## config.mk

```make
export PLATFORM = sky130hd
export DESIGN_NAME = wb_debug_master
export DESIGN_NICKNAME = d
export VERILOG_FILES = /design/src/rtl/wb_debug_master.sv
export SDC_FILE = /design/constraint.sdc
export NUM_CORES = 1
export LEC_CHECK = 0
export CORE_ASPECT_RATIO = 2
export CORE_MARGIN = 1
export CORE_UTILIZATION = 40
export DETAILED_ROUTE_END_ITERATION = 16
export GPL_ROUTABILITY_DRIVEN = 0
export GPL_TIMING_DRIVEN = 0
export PLACE_DENSITY_LB_ADDON = 0.3
export REMOVE_ABC_BUFFERS = 1
export SYNTH_ARGS = -nofsm -noshare
export SYNTH_HDL_FRONTEND = slang
export SYNTH_SLANG_ARGS = --single-unit
```

## constraint.sdc

```tcl
create_clock -name clk_i -period 2 [get_ports clk_i]
set_clock_uncertainty 0.05 [all_clocks]
set_input_delay 0.4 -clock clk_i [delete_from_list [all_inputs] [get_ports clk_i]]
set_output_delay 0.4 -clock clk_i [all_outputs]
set_load 0.05 [all_outputs]
```

## src/rtl/wb_debug_master.sv

```systemverilog
// wb_debug_master: turns single debug-host commands into Wishbone classic single/burst cycles.
// Ports:
//   clk_i, rst_ni                 clock, asynchronous active-low reset
//   cmd_valid_i/cmd_ready_o       command handshake; cmd_we_i, cmd_addr_i, cmd_data_i (fill),
//                                 cmd_sel_i, cmd_len_i (beats-1) are latched on acceptance
//   rsp_valid_o/rsp_ready_i       response handshake; rsp_data_o (read data, 0 for writes),
//                                 rsp_status_o (00 OK, 01 ERR, 10 TIMEOUT, 11 RETRY_EXHAUSTED),
//                                 rsp_last_o (final response of the command)
//   m_*                           Wishbone classic master port
module wb_debug_master #(
    parameter int dw      = 32,
    parameter int aw      = 16,
    parameter int sw      = dw / 8,
    parameter int lw      = 4,
    parameter int TIMEOUT = 255,
    parameter int RETRIES = 3
) (
    input  logic          clk_i,
    input  logic          rst_ni,
    input  logic          cmd_valid_i,
    output logic          cmd_ready_o,
    input  logic          cmd_we_i,
    input  logic [aw-1:0] cmd_addr_i,
    input  logic [dw-1:0] cmd_data_i,
    input  logic [sw-1:0] cmd_sel_i,
    input  logic [lw-1:0] cmd_len_i,
    output logic          rsp_valid_o,
    input  logic          rsp_ready_i,
    output logic [dw-1:0] rsp_data_o,
    output logic [1:0]    rsp_status_o,
    output logic          rsp_last_o,
    output logic [aw-1:0] m_addr_o,
    output logic [dw-1:0] m_data_o,
    input  logic [dw-1:0] m_data_i,
    output logic [sw-1:0] m_sel_o,
    output logic          m_we_o,
    output logic          m_cyc_o,
    output logic          m_stb_o,
    input  logic          m_ack_i,
    input  logic          m_err_i,
    input  logic          m_rty_i
);
    localparam int TW = TIMEOUT > 0 ? $clog2(TIMEOUT + 1) : 1;
    localparam int RW = RETRIES > 0 ? $clog2(RETRIES + 1) : 1;
    localparam logic [1:0] ST_OK  = 2'b00;
    localparam logic [1:0] ST_ERR = 2'b01;
    localparam logic [1:0] ST_TMO = 2'b10;
    localparam logic [1:0] ST_RTY = 2'b11;

    typedef enum logic [1:0] {S_IDLE, S_STB, S_RSP, S_BACKOFF} state_t;

    state_t        r_state, w_next;
    logic [aw-1:0] r_addr;
    logic [dw-1:0] r_data;
    logic [sw-1:0] r_sel;
    logic          r_we;
    logic [lw-1:0] r_len, r_beat;
    logic [TW-1:0] r_to;
    logic [RW-1:0] r_rty;
    logic [dw-1:0] r_rsp_data;
    logic [1:0]    r_rsp_status;
    logic          r_rsp_last;
    logic          w_final, w_to_hit, w_can_retry;
    logic [aw-1:0] w_addr_inc;

    assign w_final     = r_beat == r_len;
    assign w_to_hit    = (TIMEOUT != 0) && (int'(r_to) == TIMEOUT - 1);
    assign w_can_retry = int'(r_rty) < RETRIES;
    assign w_addr_inc  = r_addr + aw'(sw);

    always_ff @(posedge clk_i or negedge rst_ni) begin
        if (!rst_ni) r_state <= S_IDLE;
        else r_state <= w_next;
    end

    // Termination priority inside a strobe: err > ack > rty > timeout.
    always_comb begin
        w_next = r_state;
        case (r_state)
            S_IDLE:    w_next = cmd_valid_i ? S_STB : S_IDLE;
            S_STB:     w_next = m_err_i ? S_RSP
                              : m_ack_i ? ((r_we && !w_final) ? S_STB : S_RSP)
                              : m_rty_i ? (w_can_retry ? S_BACKOFF : S_RSP)
                              : w_to_hit ? S_RSP : S_STB;
            S_RSP:     w_next = !rsp_ready_i ? S_RSP : (r_rsp_last ? S_IDLE : S_STB);
            S_BACKOFF: w_next = S_STB;
            default:   w_next = S_IDLE;
        endcase
    end

    // The cycle is held across a response wait so read bursts stay locked,
    // except after a bus error, which releases the bus at once.
    always_comb begin
        cmd_ready_o = r_state == S_IDLE;
        m_stb_o     = r_state == S_STB;
        m_cyc_o     = (r_state == S_STB) || ((r_state == S_RSP) && (r_rsp_status != ST_ERR));
        rsp_valid_o = r_state == S_RSP;
    end

    assign m_addr_o     = r_addr;
    assign m_data_o     = r_data;
    assign m_sel_o      = r_sel;
    assign m_we_o       = r_we;
    assign rsp_data_o   = r_rsp_data;
    assign rsp_status_o = r_rsp_status;
    assign rsp_last_o   = r_rsp_last;

    always_ff @(posedge clk_i or negedge rst_ni) begin
        if (!rst_ni) begin
            r_addr       <= '0;
            r_data       <= '0;
            r_sel        <= '0;
            r_we         <= 1'b0;
            r_len        <= '0;
            r_beat       <= '0;
            r_to         <= '0;
            r_rty        <= '0;
            r_rsp_data   <= '0;
            r_rsp_status <= ST_OK;
            r_rsp_last   <= 1'b0;
        end else begin
            case (r_state)
                S_IDLE: if (cmd_valid_i) begin
                    r_addr <= cmd_addr_i;
                    r_data <= cmd_data_i;
                    r_sel  <= cmd_sel_i;
                    r_we   <= cmd_we_i;
                    r_len  <= cmd_len_i;
                    r_beat <= '0;
                    r_to   <= '0;
                    r_rty  <= '0;
                end
                S_STB: begin
                    if (m_err_i) begin
                        r_rsp_data   <= '0;
                        r_rsp_status <= ST_ERR;
                        r_rsp_last   <= 1'b1;
                    end else if (m_ack_i && r_we && !w_final) begin
                        // Write beats complete back-to-back without a response.
                        r_addr <= w_addr_inc;
                        r_beat <= r_beat + 1'b1;
                        r_to   <= '0;
                        r_rty  <= '0;
                    end else if (m_ack_i) begin
                        r_rsp_data   <= r_we ? '0 : m_data_i;
                        r_rsp_status <= ST_OK;
                        r_rsp_last   <= r_we || w_final;
                    end else if (m_rty_i && w_can_retry) begin
                        r_rty <= r_rty + 1'b1;
                        r_to  <= '0;
                    end else if (m_rty_i || w_to_hit) begin
                        r_rsp_data   <= '0;
                        r_rsp_status <= m_rty_i ? ST_RTY : ST_TMO;
                        r_rsp_last   <= 1'b1;
                    end else begin
                        r_to <= r_to + 1'b1;
                    end
                end
                S_RSP: if (rsp_ready_i && !r_rsp_last) begin
                    r_addr <= w_addr_inc;
                    r_beat <= r_beat + 1'b1;
                    r_to   <= '0;
                    r_rty  <= '0;
                end
                default: r_to <= '0;
            endcase
        end
    end
endmodule

```

==> results of run 1 <==
[layer usage]
metal / up-vias / track usage (%) / routed length, um
met2: 242 / 45.1 / 9640
met3: 65 / 4.81 / 774
li1: 2146 / - / -
met5: - / 0 / 0
met1: 2341 / 26.4 / 5620
met4: 0 / 13.9 / 914
[registers in the layout (all words and copies together), names as in the netlist, 4 cells and up]
| signal | count |
|---|---|
| r_to | 8 |
| m_sel_o | 4 |
| r_beat | 4 |
| m_addr_o | 16 |
| r_len | 4 |
| m_data_o | 32 |
| rsp_data_o | 32 |
[power groups by stage]
stage	logic (mW)	registers, mW	clock network [mW]
after global placement	7.03	3.57	0
after floorplan	2.39	5.95	0
after CTS	8.16	3.61	1.75
final	9.28	3.68	1.73
after global routing	9.65	3.79	1.86
after detailed placement	7.23	3.62	0
[kinds of logic after synthesis]
| kind of cell | after synthesis | synth area share [%] |
|---|---|---|
| compound gates | 106 | 13.4 |
| xor+xnor | 4 | 0.705 |
| fa+ha+maj | 9 | 2.27 |
| buf+inv | 38 | 3.43 |
| flops | 108 | 54.4 |
| mux | 46 | 10.4 |
| simple gates | 162 | 15.4 |
[cells in the mapped netlist (2+ instances only)]
cell type / instances
buf_1: 5
mux2_2: 44
ha_1: 9
a221o_1: 4
xnor2_1: 4
and3_1: 5
nand2_1: 59
a21oi_1: 19
inv_1: 9
o21ai_1: 21
o21a_1: 2
clkbuf_1: 16
o22a_1: 2
nand3_1: 46
nor2b_1: 4
a2bb2oi_1: 6
buf_2: 4
mux2i_1: 2
o22ai_1: 3
nor3_1: 10
o31ai_1: 2
nand4_1: 9
nand2b_1: 7
buf_6: 3
a31oi_1: 5
nor2_1: 15
dfrtp_1: 108
o21ai_0: 32
a211oi_1: 2
[what timing repair did]
item | CTS | global route
setup endpoints to repair | 83 | 111
pin swaps | 37 | 30
setup buffers | 24 | 16
gates cloned | 6 | 5
gates resized for setup | 129 | 116
[through the flow]
stage	cell area (um^2)	worst slack (ps)	hold WS (ps)	power [mW]
2_1_floorplan	4830	-986	54.4	8.34
3_3_place_gp	6890	-3590	425	10.6
3_5_place_dp	6990	-1150	421	10.8
4_1_cts	7910	-74.4	48.6	13.5
5_1_grt	8530	-106	77.7	15.3
6_report	8530	-39.7	22.2	14.7
[final timing paths]
check	slack (ps)	start	endpoint
max in group asynchronous	1090	rst_ni	m_data_o[26]
setup / recovery	-40	r_to[0]	rsp_data_o[12]
hold / removal	20	rst_ni	m_addr_o[1]
min in group clk_i	450	r_rty[1]	r_rty[1]
hold reg to reg	450	r_rty[1]	r_rty[1]
setup reg to reg	-40	r_to[0]	rsp_data_o[12]
[critical path, stage by stage, from the launching register on]
cell and delay, ps:
dfrtp_1 390, inv_2 90, ha_4 130, nand4b_1 130, o21a_1 250, or3_4 420, buf_12 160, buf_16 150
nand3_2 60, o21ai_1 90
[area by class of cell]
type,instances,area (um^2)
clock buffer,10,239
clock inverter,6,47.5
fill,851,3590
inverter,10,42.5
multi-input combinational,330,2730
sequential,108,2710
tap,147,184
timing repair buffer,238,2580
==> run metrics, run 1 <==
sequential area share after synthesis=54.4%; chip width=slightly above 80 um; Worst setup SP type=flop; Slew @ Worst Pin=between 600 and 700 ps; crit path time final=2040 ps; WL/cell=20.0 um; reg2reg path depth=9; Async S/R FF share, synth=100%; number of detailed-routing iterations run before antenna repair=5; Synth area leader=dfrtp_1; max-slew violations=0; Distinct cells, synth=45; via count=4794; Leakage=4.08 nW; largest net degree at the start of global routing=62; CP Capture Type=flop; initial antenna violation count=0; Clock Sinks=108; Tcrit/Tclk final=102%; main flop type after synthesis=dfrtp_1; commonest non-fill, non-tap cell in the layout=clkdlybuf4s50_1; post-layout util=70.4%; Comb power frac=a little over three fifths; Clk network pwr share=roughly an eighth; Congestion Overflow GR=0; IO buf count=187; gr usage total=between 20% and 30%; critical path arrival=2220 ps; fin cells=849; Hold-fix buffers, CTS=0; row count=57; Post-DRT Antenna Nets=0; Hold Fails Final Rpt=0; unrepaired setup endpoints after global routing=yes; YS warnings=0; Switch Pwr=roughly 7.1 mW; max-cap violations=0; I/O Pins=around 190; Internal Power=7.57 mW; H-tree depth=3; Synth area leaders=dfrtp_1, mux2_2, nand3_1, nand2_1, o21ai_0; Mapped Area=0.00497 mm^2; Post-synth EDFFs=0; DRC Markers=0; CTS buffer count=9; first-pass GRT wire length=24600 um; Mean Syn Cell Area=between 10 and 15 um^2; Post-DP HPWL=9890 um; Clk pin slew, worst setup/hold paths=~80 ps; status=complete, but fails checks; share of layout cells above drive strength 1=31.2%; Slew HR=54.9%; Post-Place Cells=784; final net count=802; failing checks=setup timing; Worst Path Max Fanout=8; Post-Route WL=roughly 17000 um; Worst Hold Class=in2async; final setup vio count=27; vias per cell=5.65; Peak VDD IR=between 0.0015 and 0.002 V; Worst Path Required=2180 ps; FMAX=0.490 GHz; Worst Path Class, Setup=reg2reg; Syn Inst Count=473; Clock Path Buffers=2; total negative slack=-668 ps; PwrDens=1720 mW/mm^2; die height=160 um; area share of the largest cell type after synthesis=a little over half; Sw Share=around half; core box area=roughly 0.012 mm^2; register bit total from synthesis=108; Antenna diodes=0; PnR worst setup slack=-39.7 ps; CTS tree=yes; Clk Tree Root Cell=clkbuf_16; Layout area overhead=71.8%; Die ar.=0.0129 mm^2; most frequent cells in the layout=clkdlybuf4s50_1, dfrtp_1, nand2_1, dlymetal6s2s_1, mux2_2; vias in the first global route=4994; DR iter-0 viols=402; Starting Density=41.0%; sequential share of power=25.0%; Clock Latency Late Sink=roughly 350 ps
Power figures use the tool's default switching activity.
==> run 2, diff against run 1 <==
- CAP_MARGIN: not set -> 20
- REMOVE_ABC_BUFFERS: 1 -> not set
==> run 2 against run 1 <==
Against the previous run: the flow still finishes with violations (setup timing); sequential share of layout area is 2.5 points higher; highest routed layer unchanged; fmax is 1.8% higher; hold slack hardly changed; critical endpoint is now m_addr_o[1]; first-iteration DRC count is 54% lower; core utilization is 5.1 points lower; sequential power is 2% lower; critical path type unchanged; die area stayed put.
==> run metrics, run 2 (synthesis results as in run 1) <==
status=complete, but fails checks; failing checks=setup timing; CTS buffer count=9; commonest non-fill, non-tap cell in the layout=clkdlybuf4s50_1; Worst setup SP type=flop; PwrDens=roughly 1700 mW/mm^2; Clock Sinks=~110; met2 usage=43.2%; first-pass GRT wire length=between 20000 and 25000 um; area of the multi-input gates=0.00234 mm^2; met1 usage=between 20 and 25%; storage element area=~0.0027 mm^2; RR Startpoint=r_state[0]; PnR worst setup slack=-3.33 ps; core box area=0.0121 mm^2; Clk pin slew, worst setup/hold paths=80 ps; Setup WS pre-CTS=-593 ps; CP startpoint=r_state[0]; Peak VDD IR=0.00111 V; vias in the first global route=4859; Antenna diodes=0; CP Capture Type=flop; Die ar.=around 0.013 mm^2; Post-DP HPWL=10600 um; Slew @ Worst Pin=634 ps; Clk Tree Root Cell=clkbuf_16; Hold-fix buffers, CTS=0; number of detailed-routing iterations run before antenna repair=5; Reg2Reg Capture Point=m_addr_o[1]; IO buf count=187; crit path time final=2000 ps; most frequent cells in the layout=clkdlybuf4s50_1, dfrtp_1, nand2_1, nand3_1, mux2_2; syn_nets=578; row count=57; vias per cell=5.44; gr usage total=23.3%; Starting Density=between 40% and 50%; Leakage=around 3.6 nW; CTS tree=yes; max-slew violations=0; WL/cell=~18 um; unrepaired setup endpoints after global routing=yes; Worst R2R Setup Slack=-3 ps; Layout area overhead=59.4%; max-cap violations=0; final setup vio count=2; reg2reg path depth=8; Congestion Overflow GR=0; FMAX=0.499 GHz; Clock Latency Late Sink=350 ps; Clock Path Buffers=2; total chip power=13.7 mW; chip width=slightly above 80 um; GRT met3 Usage=between 4 and 5%; Post-DRT Antenna Nets=0; Post-Route WL=between 10000 and 15000 um; die height=160 um; share of layout cells above drive strength 1=21.1%; H-tree depth=3; Worst Path Max Fanout=5; critical path arrival=between 2000 and 2500 ps; Worst Path Class, Setup=reg2reg; via count=4584; final net count=796; initial antenna violation count=0; GRT busiest layer=met2; Worst Hold Class=in2async; largest net degree at the start of global routing=62; DRC Markers=0; Tcrit/Tclk final=100%; crit path to=m_addr_o[1]; fillers=970; Hold Fails Final Rpt=0; Worst Path Required=2180 ps; I/O Pins=188; DR iter-0 viols=183; Slew HR=between 50% and 60%
-- run 2: cell count changes in the layout (fill, tap and decap cells not counted), moves of 5 or more --
cell,change
nand3_2,-27
clkbuf_1,+8
nand3_1,+32
nand3_4,-5
dlygate4sd2_1,-8
o21ai_1,+12
buf_4,-10
o21ai_2,-14
dlymetal6s2s_1,-14
clkdlybuf4s50_1,+22
-- run 2: repair_timing --
action                     in CTS  in global routing
gates resized for setup        74                 76
pin swaps                       5                  6
buffers inserted               14                  5
cloned                          3                  0
setup endpoints to repair      83                 94
-- run 2: layout make-up --
cell class	count	share of cell area, %
clock inverters	6	1.06
inverters	10	0.506
repair buffers	210	27.2
flip-flops and latches	108	34.2
plain buffers	25	2.23
well taps	147	2.32
multi-input cells	327	29.6
clock buffers	10	2.89
-- run 2: routing by layer --
layer / wire (um) / vias up
met3: 819 / 42
li1: - / 2134
met5: 0 / -
met4: 560 / 0
met1: 5130 / 2219
met2: 8240 / 189
-- run 2: power by group --
part / total (mW) / leakage (nW) / internal (mW) / switching [mW]
Clock: 1.84 / 0.152 / 1.00 / 0.842
Combinational: 8.25 / 2.12 / 3.14 / 5.11
Sequential: 3.62 / 1.35 / 3.00 / 0.615
-- run 2: how the worst min path moves through the flow --
stage / slack, ps / start / endpoint
floorplan: 50 / rst_ni / m_addr_o[0]
global placement: 420 / r_rty[1] / r_rty[1]
detailed placement: 420 / rst_ni / m_data_o[22]
CTS: 40 / rst_ni / m_data_o[22]
global route: 60 / rst_ni / m_data_o[22]
finish: 20 / rst_ni / m_sel_o[2]
-- run 2: through the flow --
step / cells / util [%] / area (um^2) / hold WS [ps] / setup TNS, ps
global placement: 807 / 58.4 / 7080 / 422 / -420190
CTS: 838 / 63.5 / 7700 / 43.0 / 0
global route: 843 / 65.3 / 7920 / 63.1 / -783
floorplan: 473 / - / 5020 / 54.4 / -321
finish: 843 / 65.3 / 7920 / 22.4 / -4.85
detailed placement: 808 / 58.6 / 7110 / 416 / -36070
-- run 2: critical path, cell delays in order (launching register included) --
cell and delay [ps]:
dfrtp_1 430, buf_6 140, ha_4 170, and2_4 180, a2111oi_4 180, buf_4 190
o21ai_4 100, nor2_4 140, mux2_4 310
